$ cat src/rtl/set_req_arbiter.sv
// N-channel set-index request arbiter with round-robin or fixed priority, burst locking
// and a registered ready/valid output stage.
module set_req_arbiter #(
    parameter int N     = 4,
    parameter int SET_W = 9,
    parameter int RR    = 1,
    localparam int IDX_W = (N > 1) ? $clog2(N) : 1
) (
    input  logic                 clock,
    input  logic                 reset,
    input  logic [N-1:0]         io_in_valid,
    output logic [N-1:0]         io_in_ready,
    input  logic [N*SET_W-1:0]   io_in_bits_set,
    input  logic [N-1:0]         io_in_bits_last,
    output logic                 io_out_valid,
    input  logic                 io_out_ready,
    output logic [SET_W-1:0]     io_out_bits_set,
    output logic [IDX_W-1:0]     io_out_chosen
);

    logic             vld_p1;
    logic [SET_W-1:0] set_p1;
    logic [IDX_W-1:0] chosen_p1;
    logic [IDX_W-1:0] ptr;
    logic             lock;
    logic [IDX_W-1:0] lock_idx;

    logic [N-1:0]     grant;
    logic             en;
    logic             fire;
    logic [IDX_W-1:0] sel_idx;
    logic [SET_W-1:0] sel_set;
    logic             sel_last;
    logic [IDX_W-1:0] ptr_nxt;
    int               best;
    int               win;

    // Scan position of channel i relative to the round-robin base; lower wins.
    function automatic int scan_dist(input int i, input logic [IDX_W-1:0] p);
        if (RR == 0) return i;
        return (i >= int'(p)) ? i - int'(p) : i + N - int'(p);
    endfunction

    // ---- stage p0: arbitration and handshake (combinational) ----
    always_comb begin
        grant = '0;
        best  = N;
        win   = 0;
        for (int i = 0; i < N; i++) begin
            if (lock) begin
                if (IDX_W'(i) == lock_idx) grant[i] = io_in_valid[i];
            end else if (io_in_valid[i] && (scan_dist(i, ptr) < best)) begin
                best = scan_dist(i, ptr);
                win  = i;
            end
        end
        if (!lock && (best < N)) begin
            for (int i = 0; i < N; i++) begin
                if (i == win) grant[i] = 1'b1;
            end
        end
    end

    always_comb begin
        sel_idx  = '0;
        sel_set  = '0;
        sel_last = 1'b0;
        ptr_nxt  = '0;
        for (int i = 0; i < N; i++) begin
            if (grant[i]) begin
                sel_idx  = IDX_W'(i);
                sel_set  = io_in_bits_set[i*SET_W +: SET_W];
                sel_last = io_in_bits_last[i];
                ptr_nxt  = (i == N - 1) ? '0 : IDX_W'(i + 1);
            end
        end
    end

    // Reset gates the accept path so no handshake completes while state is being cleared.
    assign en          = (~vld_p1 | io_out_ready) & ~reset;
    assign fire        = en & (|grant);
    assign io_in_ready = grant & {N{en}};

    // ---- stage p1: output register, lock and pointer state ----
    always_ff @(posedge clock or posedge reset) begin
        if (reset) begin
            vld_p1    <= 1'b0;
            set_p1    <= '0;
            chosen_p1 <= '0;
            ptr       <= '0;
            lock      <= 1'b0;
            lock_idx  <= '0;
        end else begin
            if (en) begin
                vld_p1 <= fire;
                if (fire) begin
                    set_p1    <= sel_set;
                    chosen_p1 <= sel_idx;
                end
            end
            if (fire) begin
                if (!sel_last) begin
                    lock     <= 1'b1;
                    lock_idx <= sel_idx;
                end else begin
                    lock <= 1'b0;
                    if (RR != 0) ptr <= ptr_nxt;
                end
            end
        end
    end

    assign io_out_valid    = vld_p1;
    assign io_out_bits_set = set_p1;
    assign io_out_chosen   = chosen_p1;

endmodule

$ cat config.mk
export PLATFORM = sky130hd
export DESIGN_NAME = set_req_arbiter
export DESIGN_NICKNAME = d
export VERILOG_FILES = /design/src/rtl/set_req_arbiter.sv
export SDC_FILE = /design/constraint.sdc
export NUM_CORES = 1
export LEC_CHECK = 0
export CAP_MARGIN = 20
export CORE_MARGIN = 3
export CORE_UTILIZATION = 46
export CTS_CLUSTER_SIZE = 10
export DETAILED_ROUTE_END_ITERATION = 8
export GPL_ROUTABILITY_DRIVEN = 1
export GPL_TIMING_DRIVEN = 0
export HOLD_SLACK_MARGIN = 0.1
export PLACE_DENSITY = 0.87
export SLEW_MARGIN = 5
export SYNTH_ARGS = -nofsm -noshare
export SYNTH_HDL_FRONTEND = slang
export SYNTH_SLANG_ARGS = --single-unit
$ cat constraint.sdc
create_clock -name clock -period 15.4 [get_ports clock]
set_clock_uncertainty 0.1 [all_clocks]
set_input_delay 2.31 -clock clock [delete_from_list [all_inputs] [get_ports clock]]
set_output_delay 2.31 -clock clock [all_outputs]
set_load 0.03 [all_outputs]
==> results of run 1 <==
-- logic make-up (layout without fill, tap and decap cells) --
kind of cell / after synthesis / after routing
buffers and inverters: 21 / 86
AO/OA/AOI/OAI: 68 / 68
AND/OR/NAND/NOR: 53 / 53
flip-flops: 17 / 17
adder cells (fa/ha/maj): 9 / 9
multiplexers: 5 / 5
-- power groups by stage --
| stage | clock [W] | sequential, W | combinational [W] |
|---|---|---|---|
| final | 0.0000241 | 0.0000881 | 0.000353 |
| after global routing | 0.0000260 | 0.0000916 | 0.000387 |
| after CTS | 0.0000244 | 0.0000876 | 0.000349 |
| after detailed placement | 0 | 0.0000887 | 0.000347 |
| after global placement | 0 | 0.0000868 | 0.000334 |
| after floorplan | 0 | 0.000117 | 0.000212 |
-- layer usage --
layer / up-vias / wire, microns / GRT usage
met5: - / 0 / 0
met4: 0 / 97 / 0.1182
met3: 16 / 445 / 0.07438
met2: 109 / 2300 / 0.4380
met1: 777 / 1776 / 0.3163
li1: 786 / - / -
-- sequential cells by signal (all words and copies together), names as in the netlist --
signal,flops
lock,1
ptr,2
io_out_bits_set,9
lock_idx,2
io_out_valid,1
io_out_chosen,2
-- worst paths after layout --
| check | from | end |
|---|---|---|
| worst max-delay path | io_in_valid[0] | io_in_ready[0] |
| min in group asynchronous | reset | io_out_bits_set[7] |
| worst min register to register | io_out_valid | io_out_valid |
| max in group asynchronous | reset | lock |
| worst max register to register | ptr[0] | io_out_bits_set[8] |
| worst min-delay path | io_out_valid | io_out_valid |
-- layout make-up --
cell class	count	area, sq um	share of cell area
plain buffers	10	53.80	0.02528
flip-flops and latches	17	425.4	0.1999
clock buffers	4	26.28	0.01235
multi-input cells	135	918.4	0.4315
well taps	42	52.55	0.02469
inverters	11	41.29	0.01940
repair buffers	61	610.6	0.2869
-- placed cells by master, fill, tap and decap left out, types with 5 or more instances in the layout --
master,instances
dfrtp_1,17
a22oi_1,18
clkbuf_1,5
a31oi_1,11
nand2_1,6
nor2_1,23
inv_1,11
ha_1,9
clkdlybuf4s50_1,61
o21ai_0,5
a21oi_1,9
-- worst reg2reg max path: cells and delay by family, from the launching register on --
family                     cells  cell delay, ps
AOI/OAI and AO/OA             11            2490
buffers and inverters          3             670
DFF                            1             490
adders and majority gates      4            1150
and+or+nand+nor                5             850
-- through the flow --
| step | instances | hold WS [ps] | power, W | setup slack, ps | instance area, sq um |
|---|---|---|---|---|---|
| 3_5_place_dp | 276 | 391.9 | 0.0004359 | 4958 | 2102 |
| 5_1_grt | 280 | 461.6 | 0.0005044 | 4513 | 2128 |
| 2_1_floorplan | 173 | 418.9 | 0.0003288 | 6609 | 1439 |
| 4_1_cts | 280 | 425.9 | 0.0004615 | 4921 | 2128 |
| 3_3_place_gp | 276 | 403.7 | 0.0004204 | 5197 | 2102 |
| 6_report | 280 | 430.2 | 0.0004650 | 4790 | 2128 |
==> impl_metrics.py, run 1 <==
metrics = {
    "outcome": {
        "run_status": "finished clean",
    },
    "logic_synthesis": {
        "synth_common_cells": "nor2_1, a22oi_1, dfrtp_1",
        "synth_edf_count": 0,
        "synthMuxAreaShare": 0.03565,
        "ys_seq_elements": 17,
        "syn_avg_cell_area_sq_um": 8.317,
        "synth_ff_type": "dfrtp_1",
        "synth_compound_area_frac": 0.3391,
        "synth_top_area_frac": 0.2957,
        "ys_types": 43,
        "yosysMostFrequentCell": "nor2_1",
        "syn_area_sq_um": 1439,
        "synthSimpleGateAreaFrac": 0.1852,
        "ys_top_cells_by_area": "dfrtp_1, a22oi_1, ha_1",
        "yosysTopAreaCell": "dfrtp_1",
        "ys_seq_area_frac": 0.2957,
        "synth_fa_ha_area_frac": 0.07826,
        "async_reset_ff_frac": 1.000,
        "yosys_warnings": 0,
        "syn_inst": 173,
        "post_synth_xor_area_fraction": 0,
        "syn_nets": 229,
        "synth_top_family_by_area": "compound AO/OA/AOI/OAI gates",
    },
    "routing": {
        "vias": 1688,
        "first_pass_iters": 5,
        "drtIter0Drc": 133,
        "ant_nets": 0,
        "drc": 0,
        "wl_mm": 4.620,
        "vias_per_cell": 6.029,
        "wl_per_cell_microns": 16.50,
    },
    "setup_path": {
        "crit_type": "primary input to output port",
        "crit_family": "compound AO/OA/AOI/OAI gates",
        "slowest_stage": "clkdlybuf4s50_1",
        "cp_max_fo": 10,
        "critPathRequiredTime_ps": 12990,
        "ff2ff_setup_slack_ps": 9600,
        "crit_cells": 23,
        "arrival_ps": 8200,
        "crit_chain": "clkdlybuf4s50_1 -> inv_1 -> nor3_1 -> inv_1 -> ha_1 -> o21ai_0 -> a21oi_1 -> nor2_1 -> ha_1 -> nor3b_1 -> o21ai_0 -> o21ba_2 -> nand2_1 -> o21ai_0 -> nand2_1 -> ha_1 -> o211ai_1 -> a311o_1 -> a311o_1 -> o32ai_1 -> clkbuf_1 -> nor2b_1 -> clkdlybuf4s50_1",
        "cpPeakStageDelay_ps": 690,
        "start_kind": "primary input",
        "end_kind": "output port",
        "path_buf_inv": 5,
        "reg2reg_depth": 23,
    },
    "global_routing": {
        "grt_util_all_layers": 0.2636,
        "grt_antenna_before_repair": 0,
        "grt-ovfl-total": 0,
        "grt_pass1_wl_mm": 7.417,
        "grt_start_max_net_pins": 19,
        "grt_pass1_vias": 1651,
    },
    "pwr": {
        "cellInternalPower_w": 0.0002246,
        "clockPowerShare": 0.052,
        "ir_drop_uv": 105.1,
        "combPwrFrac": 0.759,
        "seq_power_share": 0.189,
        "swShare": 0.5169,
        "p_per_area_nw_per_um2": 218.5,
        "leakage_nw": 0.8324,
        "switchingPower_w": 0.0002403,
    },
    "placement": {
        "dpl.hpwl_mm": 3.763,
        "port_buffers": 61,
        "place.gp.congestion": 0.9243,
    },
    "die": {
        "core_sq_um": 2877,
        "io_pins": 63,
        "dieHeight_microns": 61.93,
        "num_rows": 19,
        "fp.dieW_microns": 61.93,
        "start_util": 0.5002,
        "die_area_sq_um": 3835,
    },
    "sta": {
        "relSlewSlack": 0.5576,
        "post-route-period-util": 0.6890,
        "fmax_mhz": 94.25,
        "worst_slew_pin_slew_ps": 662.9,
        "maxSlewViolCount": 0,
        "rsz0062_at_grt": "no",
        "setup_violations": 0,
        "hold_viol_final": 0,
        "fin_setup_tns_ps": 0,
        "min_period_ps": 10610,
    },
    "cells_and_area": {
        "nFillCells": 220,
        "antenna_cells": 0,
        "final_core_util": 0.7399,
        "drive_gt1_frac": 0.05462,
        "final_nets": 295,
        "syn_to_final_growth_pct": 47.91,
    },
    "clock_tree": {
        "cts_resized": 0,
        "path_clk_slew_ps": 100,
        "htreeDepth": 1,
        "cts_tree": "built",
        "cts-root-buf": "clkbuf_4",
        "clk_latency_ps": 290,
        "clock_path_buffers": 2,
        "cts_hold_buf": 0,
        "cts_setup_buffers": 0,
        "cts_sinks": 17,
        "cts_buffers": 3,
    },
    "min_path": {
        "hp-class": "flop to flop",
        "holdPathStages": 1,
    },
    "flow_run": {
        "drv_cap": 0,
    },
}
(Power assumes the default switching activity.)
==> inputs of run 2 (changes only) <==
- CORE_UTILIZATION: 46 -> 42
- PLACE_DENSITY: 0.87 -> 0.8
- clock period: 15.4 -> 10.84 ns (I/O delays scaled with it)
==> run 2 against run 1 <==
Final area is 0.18% higher. Combinational power rose by 39%. Largest power group unchanged. Final cell count grew 0.71%. Routed wire length decreased by 8.9%. Sequential power rose by 41%. Clock power rose by 44%. Setup slack lost 3000 ps. Highest routed layer unchanged. Sequential cell count stayed put. Hold slack lost 15 ps. Register-to-register slack got worse by 4400 ps.
==> impl_metrics.py, run 2 (same netlist as run 1, synthesis figures left out) <==
metrics = {
    "global_routing": {
        "grt_start_max_net_pins": 19,
        "grt-ovfl-total": 0,
        "grt_pass1_vias": 1584,
        "grt_pass1_wl_mm": 6.969,
        "grt_util_all_layers": 0.2105,
        "grt_antenna_before_repair": 0,
    },
    "outcome": {
        "run_status": "finished clean",
    },
    "sta": {
        "min_period_ps": 9089,
        "post-route-period-util": 0.8385,
        "fin_setup_tns_ps": 0,
        "fin_worst_hold_slack_ps": 414.8,
        "maxSlewViolCount": 0,
        "rsz0062_at_grt": "no",
        "relSlewSlack": 0.5617,
        "hold_viol_final": 0,
        "setup_violations": 0,
        "worst_slew_pin_slew_ps": 656.7,
        "fmax_mhz": 110.0,
    },
    "routing": {
        "vias_per_cell": 5.723,
        "drtIter0Drc": 132,
        "wl_mm": 4.207,
        "drc": 0,
        "first_pass_iters": 4,
        "vias": 1614,
        "wl_per_cell_microns": 14.92,
        "ant_nets": 0,
    },
    "clock_tree": {
        "path_clk_slew_ps": 110,
        "clock_path_buffers": 2,
        "cts_resized": 0,
        "htreeDepth": 1,
        "cts_tree": "built",
        "cts_buffers": 3,
        "cts_setup_buffers": 0,
        "cts_sinks": 17,
        "cts-root-buf": "clkbuf_4",
        "cts_hold_buf": 0,
        "clk_latency_ps": 300,
    },
    "setup_path": {
        "reg2reg_to": "io_out_bits_set[0]",
        "cp_max_fo": 10,
        "start_kind": "primary input",
        "crit_type": "primary input to output port",
        "reg2reg_depth": 24,
        "arrival_ps": 7360,
        "critPathRequiredTime_ps": 9110,
        "ff2ff_setup_slack_ps": 5190,
        "rr_startpoint": "ptr[0]",
        "end_kind": "output port",
    },
    "die": {
        "dieHeight_microns": 64.53,
        "core_sq_um": 3153,
        "die_area_sq_um": 4164,
        "start_util": 0.4563,
        "fp.dieW_microns": 64.53,
        "num_rows": 20,
        "io_pins": 63,
    },
    "cells_and_area": {
        "syn_to_final_growth_pct": 48.17,
        "drive_gt1_frac": 0.05882,
        "final_nets": 295,
        "largest_reg_flops": 9,
        "antenna_cells": 0,
        "final_cell_mix": "clkdlybuf4s50_1, nor2_1, a22oi_1, dfrtp_1",
        "final_core_util": 0.6762,
        "final_common_cell": "clkdlybuf4s50_1",
    },
    "min_path": {
        "holdPathStages": 1,
        "holdPathEnd": "io_out_valid",
        "hp-start": "io_out_valid",
        "hp-class": "flop to flop",
    },
    "placement": {
        "port_buffers": 61,
        "dpl.hpwl_mm": 3.356,
        "place.gp.congestion": 0.9034,
    },
    "flow_run": {
        "drv_cap": 0,
    },
    "pwr": {
        "leakage_nw": 0.8351,
        "ir_drop_uv": 135.5,
        "p_per_area_nw_per_um2": 305.4,
    },
}
==> run 2: cell types whose count changed in the layout (fill, tap and decap cells not counted), sizes merged <==
cell / change
clkbuf: -1
clkinv: +1
==> run 2: per-stage QoR <==
| step | cells | cell area, sq um | setup WS (ps) | total power (W) |
|---|---|---|---|---|
| 2_1_floorplan | 173 | 1439 | 3417 | 0.0004672 |
| 3_5_place_dp | 278 | 2105 | 1892 | 0.0006157 |
| 5_1_grt | 282 | 2132 | 1333 | 0.0007096 |
| 4_1_cts | 282 | 2132 | 1861 | 0.0006514 |
| 6_report | 282 | 2132 | 1751 | 0.0006511 |
| 3_3_place_gp | 278 | 2105 | 1946 | 0.0006054 |
==> run 2: cell type report <==
type	count	area, sq um
Fill cell	300	1021
Multi-Input combinational cell	135	918.4
Timing Repair Buffer	61	610.6
Sequential cell	17	425.4
Tap cell	44	55.05
Buffer	10	53.80
Inverter	11	41.29
Clock buffer	3	22.52
Clock inverter	1	5.005
==> run 2: critical path, cell delays in order <==
cell	delay [ps]
clkdlybuf4s50_1	520
inv_1	120
nor3_1	280
inv_1	80
ha_1	290
nand4_1	70
o211ai_1	230
nor2_1	170
o22ai_1	120
ha_1	250
nor4b_1	240
o31a_1	220
o21ba_2	190
nand2_1	60
o21ai_0	90
nand2_1	90
ha_1	340
o211ai_1	120
a311o_1	330
a311o_1	410
o32ai_1	170
clkbuf_1	420
nor2b_1	200
clkdlybuf4s50_1	680
==> run 2: metal layers <==
layer,vias up,share of wire,track usage
met2,94,0.46,0.3557
met3,6,0.11,0.06412
met5,-,0,0
met1,727,0.41,0.2554
li1,787,-,-
met4,0,0.013,0.06596
==> run 2: worst max path at each step <==
| stage | startpoint | end |
|---|---|---|
| after detailed placement | io_in_valid[0] | io_in_ready[0] |
| after floorplan | io_in_valid[0] | io_in_ready[0] |
| after global routing | io_in_valid[0] | io_in_ready[0] |
| final | io_in_valid[0] | io_in_ready[0] |
| after CTS | io_in_valid[0] | io_in_ready[0] |
| after global placement | io_in_valid[0] | io_in_ready[0] |
==> run 2: power breakdown <==
group	internal, W	total [W]	switching (W)
registers	0.0000986	0.000124	0.0000256
logic	0.000206	0.000492	0.000286
clock network	0.0000137	0.0000347	0.0000210
total	0.000318	0.000651	0.000333
==> inputs of run 3 (changes only) <==
- clock period: 10.84 -> 9.2 ns (I/O delays scaled with it)
==> results of run 3 <==
The final DEF is identical to that of run 2. Status: finished clean.
Main changes from that run: setup slack after placement 1892 ps -> 744.1 ps; setup slack after layout 1751 ps -> 602.9 ps; register-to-register setup slack 5190 ps -> 3550 ps; total power 0.0006511 W -> 0.0007671 W; worst IR drop on VDD 135.5 uV -> 159.7 uV
==> variant 1, RTL diff (config.mk and constraints of run 2) <==
Change the parameter `SET_W` from 9 to 18.
--- a/src/rtl/set_req_arbiter.sv
+++ b/src/rtl/set_req_arbiter.sv
@@ -2,7 +2,7 @@
 // and a registered ready/valid output stage.
 module set_req_arbiter #(
     parameter int N     = 4,
-    parameter int SET_W = 9,
+    parameter int SET_W = 18,
     parameter int RR    = 1,
     localparam int IDX_W = (N > 1) ? $clog2(N) : 1
 ) (
Ports: changed (resized io_in_bits_set and io_out_bits_set); port bits go from 63 to 108. The function was not compared with the original's and may differ.
==> variant 1 against run 2 <==
Via count rose by 48%. Sequential share of layout area fell by 0.23 points. Worst setup slack improved by 650 ps. Critical path type unchanged. Fmax rose by 7.7%. Design area rose by 55%. Clock power rose by 130%. Sequential cell count rose by 9. Routed wire length rose by 70%. Power rose by 70%. Area after synthesis rose by 42%. Critical path depth fell by 5. Core utilization rose by 5.1 points.
==> variant 1: results (changes against run 2) <==
stage,metric,value,unit,change
run_status,status,completed,,unchanged
global_routing,first_global_vias,2212,,"was 1,584"
detailed_routing,drt_iter0_markers,212,,was 132
placed_design,gp_congestion,0.878,,was 0.903
detailed_routing,avgViaCountPerCell,5.80,,was 5.72
detailed_routing,routedWlPerCell,17.4,um,was 14.9 um
cells_and_area,drive_gt1_frac,0.0720,,was 0.0588
logic_synthesis,synth_seq_area_share,0.318,,was 0.296
clock_network,clkSinkCount,26,,was 17
worst_setup_path,r2r_slack,5370,ps,was 5190 ps
logic_synthesis,synthTopCellsByCount,"nand2_1, nor2_1, dfrtp_1",,"was nor2_1, a22oi_1, dfrtp_1"
timing,tightest_slew,734,ps,was 657 ps
cells_and_area,buffers_excl_clock,123,,was 71
cells_and_area,n_all_inverters,10,,was 11
cells_and_area,nNetsFinal,440,,was 295
power_and_ir_drop,ir_drop,188,uV,was 136 uV
placed_design,io_buffers,107,,was 61
clock_network,worstSkewPairLatency,270,ps,was 300 ps
cells_and_area,clock_cell_area_share,0.0216,,was 0.0129
global_routing,grt_first_pass_wirelength,10500,um,was 6970 um
logic_synthesis,synth_fp_nets,327,,was 229
worst_setup_path,cp.arrival,6720,ps,was 7360 ps
cells_and_area,multi_input_area,1270,um2,was 918 um2
cells_and_area,nFillCells,379,,was 300
power_and_ir_drop,p_leak,0.00127,uW,was 0.000835 uW
cells_and_area,buffer_area_frac,0.361,,was 0.312
placed_design,dp_hpwl,5610,um,was 3360 um
logic_synthesis,synth_area_leaders,"dfrtp_1, a222oi_1, a31oi_1, ha_1, nand2_1",,"was dfrtp_1, a22oi_1, ha_1, nor2_1, a31oi_1"
logic_synthesis,synth_cell_type_count,58,,was 43
worst_setup_path,crit_fanout,8,,was 10
[variant 1: changes by cell type after synthesis, sizes merged, moves of 4 or more]
cell,change
a31oi,+9
nand3,+4
dfrtp,+9
a22oi,-16
buf,+5
a222oi,+18
nor2,+6
nand2,+23
[variant 1: logic make-up after synthesis]
family                   count (synthesis)  share of synthesized area
AND/OR/NAND/NOR                         82                      0.184
multiplexers                             1                    0.00489
flip-flops                              26                      0.318
buffers and inverters                   25                     0.0630
AO/OA/AOI/OAI                           92                      0.375
adder cells (fa/ha/maj)                  9                     0.0550
[variant 1: per-stage QoR]
step | std cells | setup WS [ps] | utilization | area, um2 | hold WS (ps)
after global routing | 412 | 2130 | 0.727 | 3300 | 475
after detailed placement | 407 | 2460 | 0.706 | 3200 | 425
final | 412 | 2400 | 0.727 | 3300 | 444
after floorplan | 235 | 4000 | - | 2050 | 441
after CTS | 411 | 2430 | 0.721 | 3270 | 443
after global placement | 407 | 2470 | 0.706 | 3200 | 409
[variant 1: path summary, 6_finish.rpt]
path	cells after the start	endpoint	from
setup / recovery	19	io_in_ready[2]	io_in_valid[0]
hold / removal	2	io_out_chosen[0]	io_out_chosen[0]
setup reg to reg	22	lock_idx[0]	ptr[1]
hold reg to reg	2	io_out_chosen[0]	io_out_chosen[0]
max in group asynchronous	3	io_out_valid	reset
min in group asynchronous	2	lock	reset
[variant 1: metal layers]
layer  global-route usage  part of all wire  up-vias
met5                    0                 0        -
met4               0.0738             0.015        0
met3               0.0462             0.076       10
met2                0.414              0.51      114
met1                0.304              0.39     1121
li1                     -                 -     1144
[variant 1: where the power goes]
part,total [uW],switching (uW),internal (uW)
clock,81.2,31.7,49.4
combinational,839,492,347
sequential,188,36.7,152
total,1110,560,549
==> variant 2, RTL diff (config.mk and constraints of run 2) <==
Made on the original files. Reset style: synchronous (`reset`), changed in one clocked block.
--- a/src/rtl/set_req_arbiter.sv
+++ b/src/rtl/set_req_arbiter.sv
@@ -82,7 +82,7 @@
     assign io_in_ready = grant & {N{en}};
 
     // ---- stage p1: output register, lock and pointer state ----
-    always_ff @(posedge clock or posedge reset) begin
+    always_ff @(posedge clock) begin
         if (reset) begin
             vld_p1    <= 1'b0;
             set_p1    <= '0;
Behaviour: differs if reset is asserted again (counterexample within 4 cycles, from zero or initial values and one cycle with reset high); with reset held inactive, the same outputs for 4 cycles.
==> variant 2 against run 2 <==
Count of clock-buffer cells in the layout stayed put. Core utilization is 0.12 points higher. Sequential cell count stayed put. Design area is 0.18% higher. Power is 9.4% lower. Routed wire length is 14% higher. Sequential power is 19% lower. First-iteration DRC count is 35% higher. Worst setup slack worse by 100 ps. Area after synthesis is 0.43% lower. Critical path type unchanged. Largest power group unchanged.
==> variant 2: results (changes against run 2) <==
stage,metric,value,unit,change
run_status,status,completed,,unchanged
logic_synthesis,async_flop_share,0,,was 1.00
cells_and_area,drive_gt1_frac,0.0851,,was 0.0588
logic_synthesis,synth_cell_type_count,52,,was 43
cells_and_area,nFillCells,284,,was 300
global_routing,grt_first_pass_wirelength,7800,um,was 6970 um
logic_synthesis,synth_fp_nets,225,,was 229
timing,tightest_slew,492,ps,was 657 ps
detailed_routing,drt-total-wl,4810,um,was 4210 um
logic_synthesis,synth_area_leaders,"dfxtp_1, ha_1, a222oi_1, nand3b_1, o21ai_1",,"was dfrtp_1, a22oi_1, ha_1, nor2_1, a31oi_1"
power_and_ir_drop,p_leak,0.000789,uW,was 0.000835 uW
power_and_ir_drop,p_int,291,uW,was 318 uW
clock_network,path_clk_slew,100,ps,
placed_design,gp_congestion,0.862,,was 0.903
clock_network,clock_path_buffers,2,,unchanged
detailed_routing,drt_iter0_markers,178,,was 132
logic_synthesis,synth_seq_area_share,0.238,,was 0.296
logic_synthesis,synth_area_per_cell,8.48,um2,was 8.32 um2
detailed_routing,vias,1655,,"was 1,614"
power_and_ir_drop,pwr-share-comb,0.772,,was 0.756
placed_design,dp_hpwl,3830,um,was 3360 um
global_routing,grt_max_degree,11,,was 19
logic_synthesis,synth_ff_type,dfxtp_1,,was dfrtp_1
power_and_ir_drop,ir_drop,146,uV,was 136 uV
logic_synthesis,synthTopCellsByCount,"dfxtp_1, nand2_1",,"was nor2_1, a22oi_1, dfrtp_1"
cells_and_area,nNetsFinal,292,,was 295
placed_design,io_buffers,62,,was 61
global_routing,grt.total_usage,0.235,,was 0.210
variant 2: cell types whose count changed in the layout (fill, tap and decap cells not counted), sizes merged, moves of 4 or more:
cell / before / now
a222oi: 0 / 9
a21oi: 10 / 2
nand3b: 1 / 9
o21ai: 6 / 14
a22oi: 18 / 2
nand2: 6 / 11
a21boi: 1 / 11
dfrtp: 17 / 0
a31oi: 11 / 0
dfxtp: 0 / 17
o31ai: 0 / 4
nor2: 23 / 9
variant 2: layout make-up:
cell class	count	area share
plain buffers	8	0.0176
clock buffers	3	0.0105
clock inverters	1	0.00234
inverters	8	0.0141
multi-input cells	136	0.480
flip-flops and latches	17	0.159
well taps	44	0.0258
repair buffers	62	0.291
variant 2: path summary, 6_finish.rpt:
path	cells after the start	slack, ps	from	end
min reg2reg	2	390	io_out_bits_set[2]	io_out_bits_set[2]
max	22	1650	io_in_valid[0]	io_in_ready[1]
min	2	390	io_out_bits_set[2]	io_out_bits_set[2]
max reg2reg	24	5070	ptr[0]	io_out_bits_set[1]
variant 2: per-layer routing:
layer  wire length, um  vias up  track usage
met2              2300       71        0.387
li1                  -      795            -
met1              2160      787        0.310
met3               339        2       0.0668
met5                 0        -            0
met4                13        0       0.0369
variant 2: critical path, stage by stage:
cell,delay (ps)
clkdlybuf4s50_1,570
nor2b_1,310
nand2b_1,140
ha_1,270
a21boi_1,280
nand3_1,240
a32o_1,300
ha_1,310
o21a_1,130
a22oi_2,220
a22o_1,250
nand2_1,70
o21ai_0,90
nand2_1,80
ha_1,330
o21ai_0,90
a21o_1,180
a41o_1,250
o32ai_1,430
clkbuf_1,450
and2_1,190
clkdlybuf4s50_1,670
variant 2: power groups by stage:
stage          Sequential [uW]  Combinational, uW  Clock (uW)
2_1_floorplan              122                299           0
3_3_place_gp               100                436           0
3_5_place_dp               101                447           0
4_1_cts                   99.6                450        34.9
5_1_grt                    103                492        38.4
6_report                   100                455        34.5
variant 2: per-stage QoR:
stage	area [um2]	worst slack, ps	hold WS [ps]	util
detailed placement	2110	1770	372	0.669
finish	2140	1650	387	0.677
floorplan	1430	3600	372	-
global route	2140	1230	412	0.677
CTS	2140	1740	389	0.677
global placement	2110	1680	367	0.669
variant 2: logic make-up (layout without fill, tap and decap cells):
kind of cell               count (synthesis)  in the layout  share of synthesized area
and+or+nand+nor                           59             59                      0.242
DFF                                       17             17                      0.238
buffers and inverters                     16             82                     0.0472
AOI/OAI and AO/OA                         66             66                      0.377
adders and majority gates                  9              9                     0.0786
muxes                                      2              2                     0.0175
